==> src/rtl/lattice_mem_pkg.sv <==
// Shared constants and types for the D2Q9 distribution RAM bank set and its
// port arbiter.
package lattice_mem_pkg;

  localparam int NUM_DIR       = 9;
  localparam int DATA_WIDTH    = 16;
  localparam int DEPTH         = 2500;
  localparam int ADDRESS_WIDTH = 12;
  localparam int MAX_BURST     = 16;
  localparam int W             = DATA_WIDTH * NUM_DIR;
  localparam int CNT_WIDTH     = $clog2(MAX_BURST + 1);

  localparam logic [ADDRESS_WIDTH-1:0] DEPTH_ADDR = ADDRESS_WIDTH'(DEPTH);
  localparam logic [CNT_WIDTH-1:0]     CNT_MAX    = CNT_WIDTH'(MAX_BURST);

  typedef enum logic [1:0] {
    OWN_NONE = 2'd0,
    OWN_SOL  = 2'd1,
    OWN_RD   = 2'd2
  } owner_t;

  // Lane order inside the W-bit bus: lane k occupies bits [k*DATA_WIDTH +: DATA_WIDTH].
  localparam int DIR_C0 = 0;
  localparam int DIR_N  = 1;
  localparam int DIR_NE = 2;
  localparam int DIR_E  = 3;
  localparam int DIR_SE = 4;
  localparam int DIR_S  = 5;
  localparam int DIR_SW = 6;
  localparam int DIR_W  = 7;
  localparam int DIR_NW = 8;

  function automatic int lane_lsb(input int dir);
    return dir * DATA_WIDTH;
  endfunction

endpackage

==> src/rtl/lattice_bank_arbiter_if.sv <==
// Requester and RAM-side signal bundle of the bank arbiter. The slave view is
// the arbiter; the master view is the surrounding requesters plus the RAMs.
interface lattice_bank_arbiter_if;
  import lattice_mem_pkg::*;

  logic                     sol_req;
  logic                     sol_we;
  logic                     sol_last;
  logic [ADDRESS_WIDTH-1:0] sol_addr;
  logic [W-1:0]             sol_wdata;
  logic                     sol_gnt;
  logic                     sol_rvalid;

  logic                     rd_req;
  logic                     rd_last;
  logic [ADDRESS_WIDTH-1:0] rd_addr;
  logic                     rd_gnt;
  logic                     rd_rvalid;

  logic [ADDRESS_WIDTH-1:0] mem_addr;
  logic                     mem_we;
  logic [W-1:0]             mem_wdata;
  logic [W-1:0]             mem_rdata;
  logic                     oob_err;

  // mem_rdata is consumed directly by the requesters, qualified by their rvalid.
  modport slave (
    input  sol_req, sol_we, sol_last, sol_addr, sol_wdata,
    input  rd_req, rd_last, rd_addr,
    output sol_gnt, sol_rvalid, rd_gnt, rd_rvalid,
    output mem_addr, mem_we, mem_wdata, oob_err
  );

  modport master (
    output sol_req, sol_we, sol_last, sol_addr, sol_wdata,
    output rd_req, rd_last, rd_addr,
    input  sol_gnt, sol_rvalid, rd_gnt, rd_rvalid,
    input  mem_addr, mem_we, mem_wdata, oob_err,
    output mem_rdata
  );

endinterface

==> src/rtl/lattice_bank_arbiter_arb_rr2.sv <==
// Two-way round-robin pick used when the port is idle; on a tie the requester
// that did not own the previous burst wins.
module arb_rr2
  import lattice_mem_pkg::*;
(
  input  logic   sol_req,
  input  logic   rd_req,
  input  owner_t last_owner,
  output owner_t pick
);

  always_comb begin
    pick = OWN_NONE;
    if (sol_req && rd_req) begin
      pick = (last_owner == OWN_SOL) ? OWN_RD : OWN_SOL;
    end else if (sol_req) begin
      pick = OWN_SOL;
    end else if (rd_req) begin
      pick = OWN_RD;
    end
  end

endmodule

==> src/rtl/lattice_bank_arbiter.sv <==
// Burst-granular round-robin owner of the shared D2Q9 RAM address/write port,
// with tagged read-valid strobes matching the RAMs' one-cycle read latency.
module lattice_bank_arbiter
  import lattice_mem_pkg::*;
(
  input  logic                   clk,
  input  logic                   rst,
  lattice_bank_arbiter_if.slave  bus
);

  owner_t                 state_reg, state_next;
  owner_t                 last_owner_reg, last_owner_next;
  owner_t                 idle_pick, other_owner;
  logic [CNT_WIDTH-1:0]   beat_cnt_reg, beat_cnt_next, beat_cnt_inc;
  logic                   sol_rvalid_reg, rd_rvalid_reg, oob_err_reg;
  logic                   owner_req, owner_last, other_req;
  logic                   beat, burst_end, beat_oob;
  logic [ADDRESS_WIDTH-1:0] owner_addr;

  arb_rr2 u_arb_rr2 (
    .sol_req    (bus.sol_req),
    .rd_req     (bus.rd_req),
    .last_owner (last_owner_reg),
    .pick       (idle_pick)
  );

  always_comb begin
    owner_req   = 1'b0;
    owner_last  = 1'b0;
    owner_addr  = '0;
    other_req   = 1'b0;
    other_owner = OWN_NONE;
    case (state_reg)
      OWN_SOL: begin
        owner_req   = bus.sol_req;
        owner_last  = bus.sol_last;
        owner_addr  = bus.sol_addr;
        other_req   = bus.rd_req;
        other_owner = OWN_RD;
      end
      OWN_RD: begin
        owner_req   = bus.rd_req;
        owner_last  = bus.rd_last;
        owner_addr  = bus.rd_addr;
        other_req   = bus.sol_req;
        other_owner = OWN_SOL;
      end
      default: ;
    endcase
  end

  // owner_req is forced low in IDLE, so it alone qualifies a beat.
  assign beat         = owner_req;
  assign beat_cnt_inc = beat_cnt_reg + CNT_WIDTH'(1);
  assign burst_end    = (state_reg != OWN_NONE) &&
                        (!owner_req || owner_last || (beat_cnt_inc == CNT_MAX));
  assign beat_oob     = beat && (owner_addr >= DEPTH_ADDR);

  always_comb begin
    state_next      = state_reg;
    last_owner_next = last_owner_reg;
    beat_cnt_next   = beat_cnt_reg;
    if (state_reg == OWN_NONE) begin
      state_next    = idle_pick;
      beat_cnt_next = '0;
    end else if (burst_end) begin
      last_owner_next = state_reg;
      beat_cnt_next   = '0;
      if (other_req) begin
        state_next = other_owner;
      end else if (owner_req) begin
        state_next = state_reg;
      end else begin
        state_next = OWN_NONE;
      end
    end else begin
      beat_cnt_next = beat_cnt_inc;
    end
  end

  always_ff @(posedge clk or posedge rst) begin
    if (rst) begin
      state_reg      <= OWN_NONE;
      last_owner_reg <= OWN_RD;
      beat_cnt_reg   <= '0;
      sol_rvalid_reg <= 1'b0;
      rd_rvalid_reg  <= 1'b0;
      oob_err_reg    <= 1'b0;
    end else begin
      state_reg      <= state_next;
      last_owner_reg <= last_owner_next;
      beat_cnt_reg   <= beat_cnt_next;
      sol_rvalid_reg <= beat && (state_reg == OWN_SOL) && !bus.sol_we;
      rd_rvalid_reg  <= beat && (state_reg == OWN_RD);
      if (beat_oob) begin
        oob_err_reg <= 1'b1;
      end
    end
  end

  assign bus.sol_gnt    = (state_reg == OWN_SOL);
  assign bus.rd_gnt     = (state_reg == OWN_RD);
  assign bus.sol_rvalid = sol_rvalid_reg;
  assign bus.rd_rvalid  = rd_rvalid_reg;
  assign bus.oob_err    = oob_err_reg;
  assign bus.mem_addr   = owner_addr;
  assign bus.mem_we     = bus.sol_gnt && bus.sol_req && bus.sol_we &&
                          (bus.sol_addr < DEPTH_ADDR);

  // Only the solver writes; the lane bus reads as zero otherwise.
  generate
    for (genvar gi = 0; gi < NUM_DIR; gi++) begin : g_lane
      assign bus.mem_wdata[lane_lsb(gi) +: DATA_WIDTH] =
        (state_reg == OWN_SOL) ? bus.sol_wdata[lane_lsb(gi) +: DATA_WIDTH]
                               : {DATA_WIDTH{1'b0}};
    end
  endgenerate

endmodule

==> src/flat_wrapper.sv <==
// flat-port wrapper written by rule: the top's interface ports become plain ports
module lattice_bank_arbiter_flat import lattice_mem_pkg::*;
  (clk, rst, bus_sol_req, bus_sol_we, bus_sol_last, bus_sol_addr, bus_sol_wdata, bus_rd_req, bus_rd_last, bus_rd_addr, bus_sol_gnt, bus_sol_rvalid, bus_rd_gnt, bus_rd_rvalid, bus_mem_addr, bus_mem_we, bus_mem_wdata, bus_oob_err);
  lattice_bank_arbiter_if bus_i ();
  input  logic clk;
  input  logic rst;
  input wire logic [$bits(bus_i.sol_req)-1:0] bus_sol_req;
  input wire logic [$bits(bus_i.sol_we)-1:0] bus_sol_we;
  input wire logic [$bits(bus_i.sol_last)-1:0] bus_sol_last;
  input wire logic [$bits(bus_i.sol_addr)-1:0] bus_sol_addr;
  input wire logic [$bits(bus_i.sol_wdata)-1:0] bus_sol_wdata;
  input wire logic [$bits(bus_i.rd_req)-1:0] bus_rd_req;
  input wire logic [$bits(bus_i.rd_last)-1:0] bus_rd_last;
  input wire logic [$bits(bus_i.rd_addr)-1:0] bus_rd_addr;
  output wire logic [$bits(bus_i.sol_gnt)-1:0] bus_sol_gnt;
  output wire logic [$bits(bus_i.sol_rvalid)-1:0] bus_sol_rvalid;
  output wire logic [$bits(bus_i.rd_gnt)-1:0] bus_rd_gnt;
  output wire logic [$bits(bus_i.rd_rvalid)-1:0] bus_rd_rvalid;
  output wire logic [$bits(bus_i.mem_addr)-1:0] bus_mem_addr;
  output wire logic [$bits(bus_i.mem_we)-1:0] bus_mem_we;
  output wire logic [$bits(bus_i.mem_wdata)-1:0] bus_mem_wdata;
  output wire logic [$bits(bus_i.oob_err)-1:0] bus_oob_err;
  assign bus_i.sol_req = bus_sol_req;
  assign bus_i.sol_we = bus_sol_we;
  assign bus_i.sol_last = bus_sol_last;
  assign bus_i.sol_addr = bus_sol_addr;
  assign bus_i.sol_wdata = bus_sol_wdata;
  assign bus_i.rd_req = bus_rd_req;
  assign bus_i.rd_last = bus_rd_last;
  assign bus_i.rd_addr = bus_rd_addr;
  assign bus_sol_gnt = bus_i.sol_gnt;
  assign bus_sol_rvalid = bus_i.sol_rvalid;
  assign bus_rd_gnt = bus_i.rd_gnt;
  assign bus_rd_rvalid = bus_i.rd_rvalid;
  assign bus_mem_addr = bus_i.mem_addr;
  assign bus_mem_we = bus_i.mem_we;
  assign bus_mem_wdata = bus_i.mem_wdata;
  assign bus_oob_err = bus_i.oob_err;
  lattice_bank_arbiter u_core (.clk(clk), .rst(rst), .bus(bus_i));
endmodule
==> config.mk <==
export PLATFORM = sky130hd
export DESIGN_NAME = lattice_bank_arbiter_flat
export DESIGN_NICKNAME = d
export VERILOG_FILES = /design/src/rtl/lattice_mem_pkg.sv /design/src/rtl/lattice_bank_arbiter_if.sv /design/src/rtl/lattice_bank_arbiter_arb_rr2.sv /design/src/rtl/lattice_bank_arbiter.sv /design/src/flat_wrapper.sv
export SDC_FILE = /design/constraint.sdc
export NUM_CORES = 1
export LEC_CHECK = 0
export CORE_AREA = 2 2 129 131
export CTS_CLUSTER_DIAMETER = 60
export CTS_CLUSTER_SIZE = 14
export DETAILED_ROUTE_END_ITERATION = 7
export DIE_AREA = 0 0 131 133
export HOLD_SLACK_MARGIN = 0.06
export SLEW_MARGIN = 30
export SYNTH_ARGS = -nofsm -noshare
export SYNTH_HDL_FRONTEND = slang
export SYNTH_HIERARCHICAL = 1
export SYNTH_SLANG_ARGS = --single-unit
export TNS_END_PERCENT = 5
==> constraint.sdc <==
create_clock -name clk -period 1.8 [get_ports clk]
set_input_delay 0.45 -clock clk [delete_from_list [all_inputs] [get_ports clk]]
set_output_delay 0.45 -clock clk [all_outputs]
set_load 0.02 [all_outputs]
Yosys cells after proc, flatten, opt, wreduce, memory -nomap -nowiden
Cells that the tools add are included. Widths: inputs -> output; s select.

Register bits after elaboration: 12. Input bits: 175. Output and inout port bits: 162. Logic and storage cells: 57.

Multiplexer cells: 24. Reductions and logical operators: 18. Bitwise operators: 1. Equal/unequal tests: 5. Magnitude comparators: 2. Add/subtract/negate cells: 1.

Operator list (count): $mux 16 (9); $pmux 12 s2 (1); $mux 2 (8); $ge 12x12->1 const B (1); $lt 12x12->1 const B (1); $mux 5 (2); $logic_and 1x1->1 (9); $pmux 1 s2 (3); $add 5x1->5 const B (1); $eq 5x5->1 const B (1); $eq 2x1->1 const B (2); $pmux 2 s2 (1); $reduce_and 2->1 (2); $reduce_bool 2->1 (2); $ne 3x2->1 const B (1); $eq 2x2->1 const B (1); $logic_not 1->1 (2); $logic_not 2->1 (1); $logic_or 1x1->1 (2); $not 1->1 (1).

Logic depth before layout (Yosys ltp)
Depth after elaboration: 8. Gate-level depth with buffers: 8. Mapped depth without buffers: 6.

By module
The synthesis kept the hierarchy.

By module, submodules not included: lattice_bank_arbiter (area an instance 1948.1 µm², seq. area each 301.5 µm², instances 1, cells an instance 269); arb_rr2 (area an instance 30.0 µm², seq. area each 0.0 µm², instances 1, cells an instance 4).

Worst setup path after synthesis
OpenSTA, ideal clock, no wires.

Path type: reg-to-output. From: register u_core.state_reg[1]. To: output port bus_mem_addr[8]. Cell stages (with the launch flop): 7. Path buffers: 2. Data arrival time: 1768 ps. Data required time: 1350 ps. Setup slack: -418 ps. Cell sequence: dfrtp_1 inv_1 ha_1 buf_6 clkbuf_1 nand2_1 a21boi_0.

Cells in the longest elaborated chain, start to end: 2. Elaborated cells between the ends (all ways): 3. Those cells by class: eq/ne: 2; mux: 1.

Ends and longest elaborated chain: from (decl) (RTL line lattice_bank_arbiter.sv:11) `owner_t state_reg, state_next;`; from (signal assigned) (RTL line lattice_bank_arbiter.sv:90) `state_reg <= state_next;`; $eq 2x1->1; via bus_sol_gnt (RTL line flat_wrapper.sv:15) `output wire logic [$bits(bus_i.sol_gnt)-1:0] bus_sol_gnt;`; $pmux 12 s2 (RTL line lattice_bank_arbiter.sv:33) `case (state_reg)`; to (decl) (RTL line flat_wrapper.sv:19) `output wire logic [$bits(bus_i.mem_addr)-1:0] bus_mem_addr;`.

The timed path passes the listed nets, and every way through them passes these cells.

Worst setup path in the final report
From: register u_core.state_reg[0]. To: output port bus_mem_addr[7].

Cells in the longest elaborated chain, start to end: 2. Elaborated cells between the ends (all ways): 3. Those cells by class: eq/ne: 2; mux: 1.

Ends and longest elaborated chain (RTL line): $eq 2x2->1 or $eq 2x1->1 (tied branches) (lattice_bank_arbiter.sv:33); $pmux 12 s2 (*) (lattice_bank_arbiter.sv:33).

Mark *: on every way between the ends. The rest lies on a longest branch, timed or not.

==> key figures <==
Route
  – ANT nets after route: 0
  – Vias/cell: 3.881
  – Via Count: 3404
  – Drt drc: 0
  – DRT iter0 DRCs: 76
  – Routed wire per std cell: 18.05 µm
  – Final wirelength: 15.83 mm
  – First-pass DRT Iterations: 4

Floorplanning
  – Core area: about 16000 µm²
  – Io pins: 337
  – Die area: 17420 µm²
  – Die Y: 133 µm
  – Initial Util: 12.23%
  – Die width: around 130 µm
  – FP Rows: 47

Pwr
  – Seq pwr share: 4.8%
  – Worst vdd ir: 0.0005147 V
  – Switch share: roughly 42%
  – Power share of the combinational group: 89.9%
  – Net Switching: 0.003289 W
  – Clock network power share: 5.3%
  – Leakage power: 3.045 nW
  – Internal Power: 0.004472 W
  – Cell Pwr Density: ~1100 nW/µm²

Worst setup path
  – Buf/Inv on CP: 4
  – Setup crit end kind: output port
  – Worst EP arrival: between 1500 and 2000 ps
  – Cell-by-cell trace of the critical path: inv_2 -> buf_6 -> ha_4 -> buf_6 -> a22oi_1 -> nor2b_2 -> buf_4
  – Most numerous cell on the critical path: buf_6
  – Delay-heaviest family, CP: buffers and inverters
  – Worst setup SP type: register
  – Crit-path max FO: 6
  – Setup CP Type: register to output port
  – Slowest stage delay, CP: just under 400 ps
  – Crit path max-delay cell type: dfrtp_1
  – CP required: ~1400 ps

STA
  – Final hold vios: 0
  – Post-layout min period: 2060 ps
  – Slew @ Worst Pin: 512.6 ps
  – Headroom to the max-slew limit: 65.79%
  – Fin crit share: 114.5%
  – Setup violators final: 166
  – Max Freq: 0.4853 GHz
  – Slew Viols, Final: 0
  – Clk_skew: ~0.64 ps
  – RSZ-0062 raised after global routing: true
  – Final WS setup: -260.5 ps

Clock network
  – Clock root cell: clkbuf_16
  – CTS Buf Count: 3
  – Clock Sinks: 12
  – CTS tree: built
  – Worst skew pair latency: 240 ps
  – Clock tree buffer depth: 2
  – Clock transition at path regs: 40 ps
  – Depth of the CTS H-tree: 1

Yosys
  – Cell area after synthesis: 1978 µm²
  – Commonest register cell after synthesis: dfrtp_1
  – Syn nets: 453
  – Post-Synthesis Cells: 273
  – Mean post-synth cell area: 7.246 µm²
  – Register bit total from synthesis: 12
  – Synthesis Warnings: 6
  – Unique masters post-synth: 39
  – EDFF count, synth: 0
  – Ys async rst share: 100.0%
  – Seq/Total Area, Yosys: between 10% and 20%

Global route
  – Grt total ovfl: 0
  – Vias in the first global route: 3552
  – Global-route wire length before repair: around 21 mm
  – Pin count of the biggest net entering global routing: 43
  – Global Route Usage Sum: around 16%
  – Initial antenna violation count: 3

Placed design
  – DPL Wire Length: 13.35 mm
  – Placed inst area: 6158 µm²
  – Gp weighted congestion: 0.8211
  – Dpl ws: -1057 ps
  – Port Buffer Count: about 340

Flow run
  – MaxCap Viol Count: 0

Final layout
  – Final instance area: 6749 µm²
  – Share of cells above drive strength 1: 62.35%
  – Final Core Density: 41.73%
  – Area growth syn-to-layout: 241.2%
  – Nets: 837
  – Max reg flops: 5

Run status
  – Failing checks: setup timing
  – Status: finished with violations

Hold path
  – Hold Path Class: register to register
-- stage by stage --
| step | hold WS [ps] | std cells | power (W) | setup TNS [ps] |
|---|---|---|---|---|
| after floorplan | 314.0 | 273 | 0.003232 | -1684 |
| after global placement | 434.1 | 848 | 0.006180 | -52880 |
| after detailed placement | 447.7 | 848 | 0.006230 | -54250 |
| after CTS | 453.3 | 864 | 0.006954 | -23340 |
| after global routing | 484.4 | 876 | 0.008172 | -37280 |
| final | 455.3 | 877 | 0.007761 | -24770 |
-- area by class of cell --
class | instances | area (µm²)
Tap cell | 220 | 275.3
Clock buffer | 4 | 78.83
Antenna cell | 1 | 2.502
Fill cell | 1593 | 9423
Multi-Input combinational cell | 233 | 1954
Timing Repair Buffer | 400 | 4110
Inverter | 7 | 26.28
Sequential cell | 12 | 301.5
-- worst register-to-register path, delay by kind of cell (launching register included) --
family,cells,cell delay (ps)
adders and majority gates,1,190
DFF,1,410
AOI/OAI and AO/OA,2,390
and+or+nand+nor,1,170
buffers and inverters,4,520
muxes,1,230
-- cells by family after synthesis --
kind of cell | after synthesis | synth area share [%]
AND/OR/NAND/NOR | 186 | 57.37
AO/OA/AOI/OAI | 36 | 14.55
buffers and inverters | 28 | 6.199
flip-flops | 12 | 15.24
adder cells (fa/ha/maj) | 5 | 3.163
XOR/XNOR | 3 | 1.329
multiplexers | 3 | 2.150
-- routing by layer --
| metal | routed length [µm] | global-route usage (%) | vias up |
|---|---|---|---|
| li1 | - | - | 1646 |
| met1 | 6359 | 19.82 | 1580 |
| met2 | 7746 | 28.61 | 170 |
| met3 | 1632 | 5.135 | 8 |
| met4 | 94 | 1.418 | 0 |
| met5 | 0 | 0 | - |
-- synthesized netlist by cell type (3+ instances only) --
cell        n  area share (%)
a22oi_1    11             4.2
and2_1    145              46
nor2_1      7             1.3
a21oi_1     4             1.0
clkbuf_1   17             3.2
nand3_1     4             1.0
a21boi_0    3             1.1
o21ai_0     4             1.0
dfrtp_1    11              14
nor2b_1    11             3.5
ha_1        5             3.2
inv_1       7             1.3
nand2_1     8             1.5
-- timing repair --
item | CTS | global route
hold buffers | 0 | 0
pin swaps | 6 | 12
gates cloned | 2 | 4
setup buffers | 10 | 8
setup endpoints to repair | 170 | 169
gates resized for setup | 773 | 123
-- power by group through the flow --
stage / Sequential [W] / Combinational [W] / Clock [W]
finish: 0.000372 / 0.00698 / 0.000412
global route: 0.000379 / 0.00736 / 0.000438
CTS: 0.000372 / 0.00616 / 0.000421
detailed placement: 0.000376 / 0.00585 / 0
global placement: 0.000369 / 0.00581 / 0
floorplan: 0.000387 / 0.00284 / 0
-- worst paths after layout --
path                            slack, ps                  endpoint  depth (start not counted)              startpoint
min in group asynchronous             540      u_core/bus.rd_rvalid                          2                     rst
worst min-delay path                  460    u_core/beat_cnt_reg[0]                          1  u_core/beat_cnt_reg[0]
worst min register to register        460    u_core/beat_cnt_reg[0]                          1  u_core/beat_cnt_reg[0]
max in group asynchronous             900  u_core/last_owner_reg[1]                          2                     rst
worst max register to register       -200       u_core/state_reg[0]                          9     u_core/state_reg[0]
worst max-delay path                 -260           bus_mem_addr[7]                          7     u_core/state_reg[0]
-- placed cells by master (no fill, tap or decap), types with 8 or more instances in the layout --
cell             netlist  layout
a22oi_2                2       8
and2_2                 1      88
and2_4                 1      59
buf_6                  2     106
nor2b_2                0       8
buf_4                  0      95
clkdlybuf4s50_1        0     173
buf_12                 0      12
dfrtp_1               11      11
Power figures use the tool's default switching activity.
==> variant 1 (same settings) <==
Reset style: synchronous (`rst`), changed in one clocked block.
--- a/src/rtl/lattice_bank_arbiter.sv
+++ b/src/rtl/lattice_bank_arbiter.sv
@@ -78,7 +78,7 @@
     end
   end
 
-  always_ff @(posedge clk or posedge rst) begin
+  always_ff @(posedge clk) begin
     if (rst) begin
       state_reg      <= OWN_NONE;
       last_owner_reg <= OWN_RD;
Formal check against the unedited RTL: differs if rst is asserted again (counterexample within 4 cycles, from zero or initial values and one cycle with rst high); with rst held inactive, the same outputs for 4 cycles.
==> variant 1 against the unedited design <==
The flow still finishes with violations (setup timing). Critical endpoint is now u_core/bus.oob_err$_SDFFE_PP0P_. Sequential share of layout area fell by 0.34 points. Non-clock buffer count fell by 15. Final area fell by 11%. Setup slack improved by 0.013 ns. Routed wire length fell by 19%. Count of clock-buffer cells in the layout did not move. Core utilization fell by 4.6 points. Sequential cell count did not move. Worst hold slack improved by 0.017 ns. Area after synthesis fell by 5.4%.
Power is left out: it rests on default switching activity, and per cell area and clock period it moved more than threefold.
==> variant 1: results (changes against the unedited design) <==
Hold Crit Endpoint: u_core/beat_cnt_reg[0]$_SDFF_PP0_ (was u_core/beat_cnt_reg[0]$_DFF_PP0_)
Synthesized Nets: 454 (was 453)
Max stage delay on crit path: 0.53 ns (was 0.39 ns)
Placer congestion estimate: 0.813 (was 0.821)
Vias in the first global route: 3386 (was 3552)
Primary FF master, synth: dfxtp_1 (was dfrtp_1)
Clock Latency Late Sink: 0.24 ns (about the same)
Nets: 822 (was 837)
Failing checks: setup timing (unchanged)
Worst Setup EP: u_core/bus.oob_err$_SDFFE_PP0P_ (was bus_mem_addr[7])
Crit-path slowest cell: or4_4 (was dfrtp_1)
HPWL Detailed: 10.7 mm (was 13.3 mm)
Setup TNS: -18.12 ns (was -24.77 ns)
Headroom to the max-slew limit: 0.791 (was 0.658)
Worst Reg-to-Reg Cells: 9 (unchanged)
Drt first-iter violations: 69 (was 76)
Initial antenna violation count: 0 (was 3)
Final worst setup slack: -0.248 ns (was -0.260 ns)
DRT Wirelength: 12.9 mm (was 15.8 mm)
# fillers: 1661 (was 1593)
Hold Crit Depth: 1 (unchanged)
Post-synth cell types: 40 (was 39)
Share of cells above drive strength 1: 0.563 (was 0.623)
Critical path class: flop to flop (was flop to output port)
Critical path arrival: 2.18 ns (was 1.61 ns)
Hold wc startpoint: u_core/beat_cnt_reg[0]$_SDFF_PP0_ (was u_core/beat_cnt_reg[0]$_DFF_PP0_)
Most frequent cells after synthesis: and2_1, nor2_1, clkbuf_1 (was and2_1, clkbuf_1, a22oi_1, dfrtp_1, nor2b_1)
Seq/Total Area, Yosys: 0.128 (was 0.152)
# setup viols final: 167 (was 166)
Number of vias per cell: 3.90 (was 3.88)
CP max FO: 8 (was 6)
FF-to-FF Start: u_core/state_reg[0]$_SDFFE_PP0P_ (was u_core/state_reg[0]$_DFFE_PP0P_)
Worst R2R End: u_core/bus.oob_err$_SDFFE_PP0P_ (was u_core/state_reg[0]$_DFFE_PP0P_)
Antenna diode count: 0 (was 1)
Largest net degree at the start of global routing: 42 (was 43)
Buffers on Ports: 336 (unchanged)
Outcome: finished with violations (unchanged)
Ranking of synthesized cells by area: and2_1, dfxtp_1, a22oi_1, ha_1, nor2_1 (was and2_1, dfrtp_1, a22oi_1, nor2b_1, clkbuf_1)
First-pass GRT wire length: 17.8 mm (was 21.3 mm)
## variant 1: area by class of cell
class                      instances  area, um^2  area share
sequential                        12         248      0.0413
inverter                           6        27.5     0.00458
multi-input combinational        233        1880       0.314
clock buffer                       4        78.8      0.0131
tap                              220         275      0.0458
timing repair buffer             385        3490       0.581
## variant 1: metrics by stage
| stage | cell area (um^2) | setup WS [ns] | hold slack [ns] | utilization | cells |
|---|---|---|---|---|---|
| floorplan | 2150 | -0.144 | 0.433 | - | 273 |
| global placement | 5970 | -0.941 | 0.447 | 0.369 | 844 |
| detailed placement | 5970 | -0.903 | 0.462 | 0.369 | 844 |
| CTS | 5790 | -0.289 | 0.472 | 0.358 | 856 |
| global route | 6010 | -0.318 | 0.491 | 0.371 | 860 |
| finish | 6010 | -0.248 | 0.473 | 0.371 | 860 |
## variant 1: metal layers
metal,track usage,share of wire,vias up
met5,0,0,-
li1,-,-,1628
met3,0.0239,0.097,8
met4,0.0201,0.0098,0
met1,0.146,0.37,1525
met2,0.250,0.52,191
## variant 1: cell families (layout without fill, tap and decap cells)
family	count (synthesis)	in the layout	synth area share
xor+xnor	4	4	0.0187
mux	1	1	0.00602
simple gates	183	183	0.586
buf+inv	28	395	0.0581
flops	12	12	0.128
compound gates	39	39	0.162
fa+ha+maj	6	6	0.0401
## variant 1: repair_timing
item,4_1_cts,5_1_grt
gates resized for setup,731,63
cloned,0,1
buffers inserted,8,3
pin swaps,31,16
endpoints found under the setup margin,170,168
==> variant 2 (config.mk and constraints unchanged) <==
Without the edit above. `MAX_BURST`: 16 -> 32.
--- a/src/rtl/lattice_mem_pkg.sv
+++ b/src/rtl/lattice_mem_pkg.sv
@@ -6,7 +6,7 @@
   localparam int DATA_WIDTH    = 16;
   localparam int DEPTH         = 2500;
   localparam int ADDRESS_WIDTH = 12;
-  localparam int MAX_BURST     = 16;
+  localparam int MAX_BURST     = 32;
   localparam int W             = DATA_WIDTH * NUM_DIR;
   localparam int CNT_WIDTH     = $clog2(MAX_BURST + 1);
 
Check against the original RTL: no difference found for any inputs over 10 cycles, from zero or initial values and one cycle with rst high; that may be too few to reach the edited logic, so the function may still have changed.
==> variant 2 against the unedited design <==
The flow still finishes with violations (setup timing). Final cell count is 1.5% lower. Highest routed layer is now met5. Power is 14% higher. Global-route usage is 1.9 points lower. Setup slack worse by 0.028 ns. Area after synthesis is 2.3% lower. Core utilization is 0.54 points lower. Final area is 1.3% lower. Routed wire length is 5.5% lower. Sequential cell count is 1 higher.
==> variant 2: results (changes against the unedited design) <==
Post-synth cell types: 39 (unchanged)
Depth of the CTS H-tree: 1 (unchanged)
Antenna diode count: 0 (was 1)
WL/cell: 17.3 um (was 18.1 um)
Drt first-iter violations: 57 (was 76)
Worst vdd ir: 635 uV (was 515 uV)
Multi-input gate area: 1850 um^2 (was 1950 um^2)
FF-to-FF Start: u_core/state_reg[0]$_DFFE_PP0P_ (unchanged)
Max stage delay on crit path: 0.42 ns (was 0.39 ns)
Largest delay share family, worst path: compound AO/OA/AOI/OAI gates (was buffers and inverters)
Crit-path slowest cell: dfrtp_1 (unchanged)
Worst clock skew: 0.000942 ns (was 0.000644 ns)
# placed instances: 838 (was 848)
Hold wc startpoint: u_core/bus.oob_err$_DFFE_PP0P_ (was u_core/beat_cnt_reg[0]$_DFF_PP0_)
Synth Instances: 266 (was 273)
Worst hold-check path type: flop to flop (unchanged)
Ranking of synthesized cells by area: and2_1, dfrtp_1, a22oi_1, nor2b_1, clkbuf_1 (unchanged)
Number of flip-flops in the largest register: 6 (was 5)
Async SR Flop Fraction: 1.00 (unchanged)
Root Buffer: clkbuf_16 (unchanged)
Worst Reg-to-Reg Cells: 8 (was 9)
First-pass GRT wire length: 19.0 mm (was 21.3 mm)
Primary FF master, synth: dfrtp_1 (unchanged)
HPWL Detailed: 12.0 mm (was 13.3 mm)
Buffers on Ports: 336 (unchanged)
Number of vias per cell: 3.86 (was 3.88)
CTS max path bufs: 2 (unchanged)
Vias in the first global route: 3321 (was 3552)
Final worst setup slack: -0.288 ns (was -0.260 ns)
Reg clk slew, reported paths: 0.04 ns (about the same)
Post-Layout Cell Count: 864 (was 877)
Initial antenna violation count: 1 (was 3)
CTS buffer count: 3 (unchanged)
Critical path arrival: 2.21 ns (was 1.61 ns)
Worst Setup EP: u_core/state_reg[1]$_DFFE_PP0P_ (was bus_mem_addr[7])
Share of cells above drive strength 1: 0.503 (was 0.623)
Clock Latency Late Sink: 0.24 ns (about the same)
Total track usage: 0.143 (was 0.162)
Synthesized Nets: 446 (was 453)
Failing checks: setup timing (unchanged)
Nets: 825 (was 837)
# setup viols final: 167 (was 166)
Placer congestion estimate: 0.735 (was 0.821)
Leak Pwr: 2.98 nW (was 3.05 nW)
# fillers: 1602 (was 1593)
Ys Warns: 6 (unchanged)
Largest net degree at the start of global routing: 58 (was 43)
Critical path class: flop to flop (was flop to output port)
Seq/Total Area, Yosys: 0.169 (was 0.152)
Outcome: finished with violations (unchanged)
DRT Pass-1 Iters: 5 (was 4)
Most frequent cells after synthesis: and2_1, clkbuf_1, a22oi_1 (was and2_1, clkbuf_1, a22oi_1, dfrtp_1, nor2b_1)
CP max FO: 6 (unchanged)
Headroom to the max-slew limit: 0.676 (was 0.658)
variant 2: worst min-delay path by stage:
stage,cells after the start,to,slack (ns)
3_5_place_dp,1,u_core/bus.oob_err$_DFFE_PP0P_,0.46
2_1_floorplan,1,u_core/beat_cnt_reg[0]$_DFF_PP0_,0.33
6_report,1,u_core/bus.oob_err$_DFFE_PP0P_,0.46
4_1_cts,1,u_core/bus.oob_err$_DFFE_PP0P_,0.47
5_1_grt,1,u_core/bus.oob_err$_DFFE_PP0P_,0.50
3_3_place_gp,1,u_core/bus.oob_err$_DFFE_PP0P_,0.45
variant 2: cells by family after synthesis:
logic type / after synthesis / share of synthesized area
muxes: 4 / 0.0227
AOI/OAI and AO/OA: 31 / 0.121
xor gates and xnor gates: 4 / 0.0181
adders and majority gates: 5 / 0.0324
DFF: 13 / 0.169
buffers and inverters: 26 / 0.0564
and+or+nand+nor: 183 / 0.580
variant 2: repair_timing:
| item | in CTS | in global routing |
|---|---|---|
| buffers inserted | 3 | 12 |
| resized for setup | 743 | 184 |
| endpoints found under the setup margin | 164 | 169 |
| gates cloned | 1 | 6 |
| pin swaps | 4 | 10 |
| hold buffers | 0 | 0 |
variant 2: stage by stage:
stage	instance area, um^2	setup TNS (ns)	hold slack (ns)	setup WS [ns]
2_1_floorplan	2050	-12.83	0.326	-0.159
6_report	6660	-21.87	0.462	-0.288
3_5_place_dp	5890	-47.28	0.461	-1.19
4_1_cts	6000	-29.13	0.470	-0.362
3_3_place_gp	5890	-45.58	0.453	-1.22
5_1_grt	6660	-33.16	0.501	-0.340
variant 2: routing by layer:
metal	track usage	vias to the layer above	part of all wire	routed length (um)
li1	-	1621	-	-
met1	0.156	1538	0.37	5600
met2	0.263	170	0.50	7530
met3	0.0590	8	0.12	1730
met4	0.0189	2	0.0059	89
met5	0	-	0.00087	13
variant 2: area by class of cell:
class,count,share of cell area
timing repair buffer,395,0.618
sequential,13,0.0490
clock buffer,4,0.0118
multi-input combinational,227,0.277
tap,220,0.0413
inverter,5,0.00282
variant 2: where the power goes:
group          switching [mW]  internal (mW)  leakage (nW)
registers              0.0394          0.348         0.175
logic                    3.67           4.36          2.77
clock network           0.112          0.298        0.0382
total                    3.83           5.00          2.98
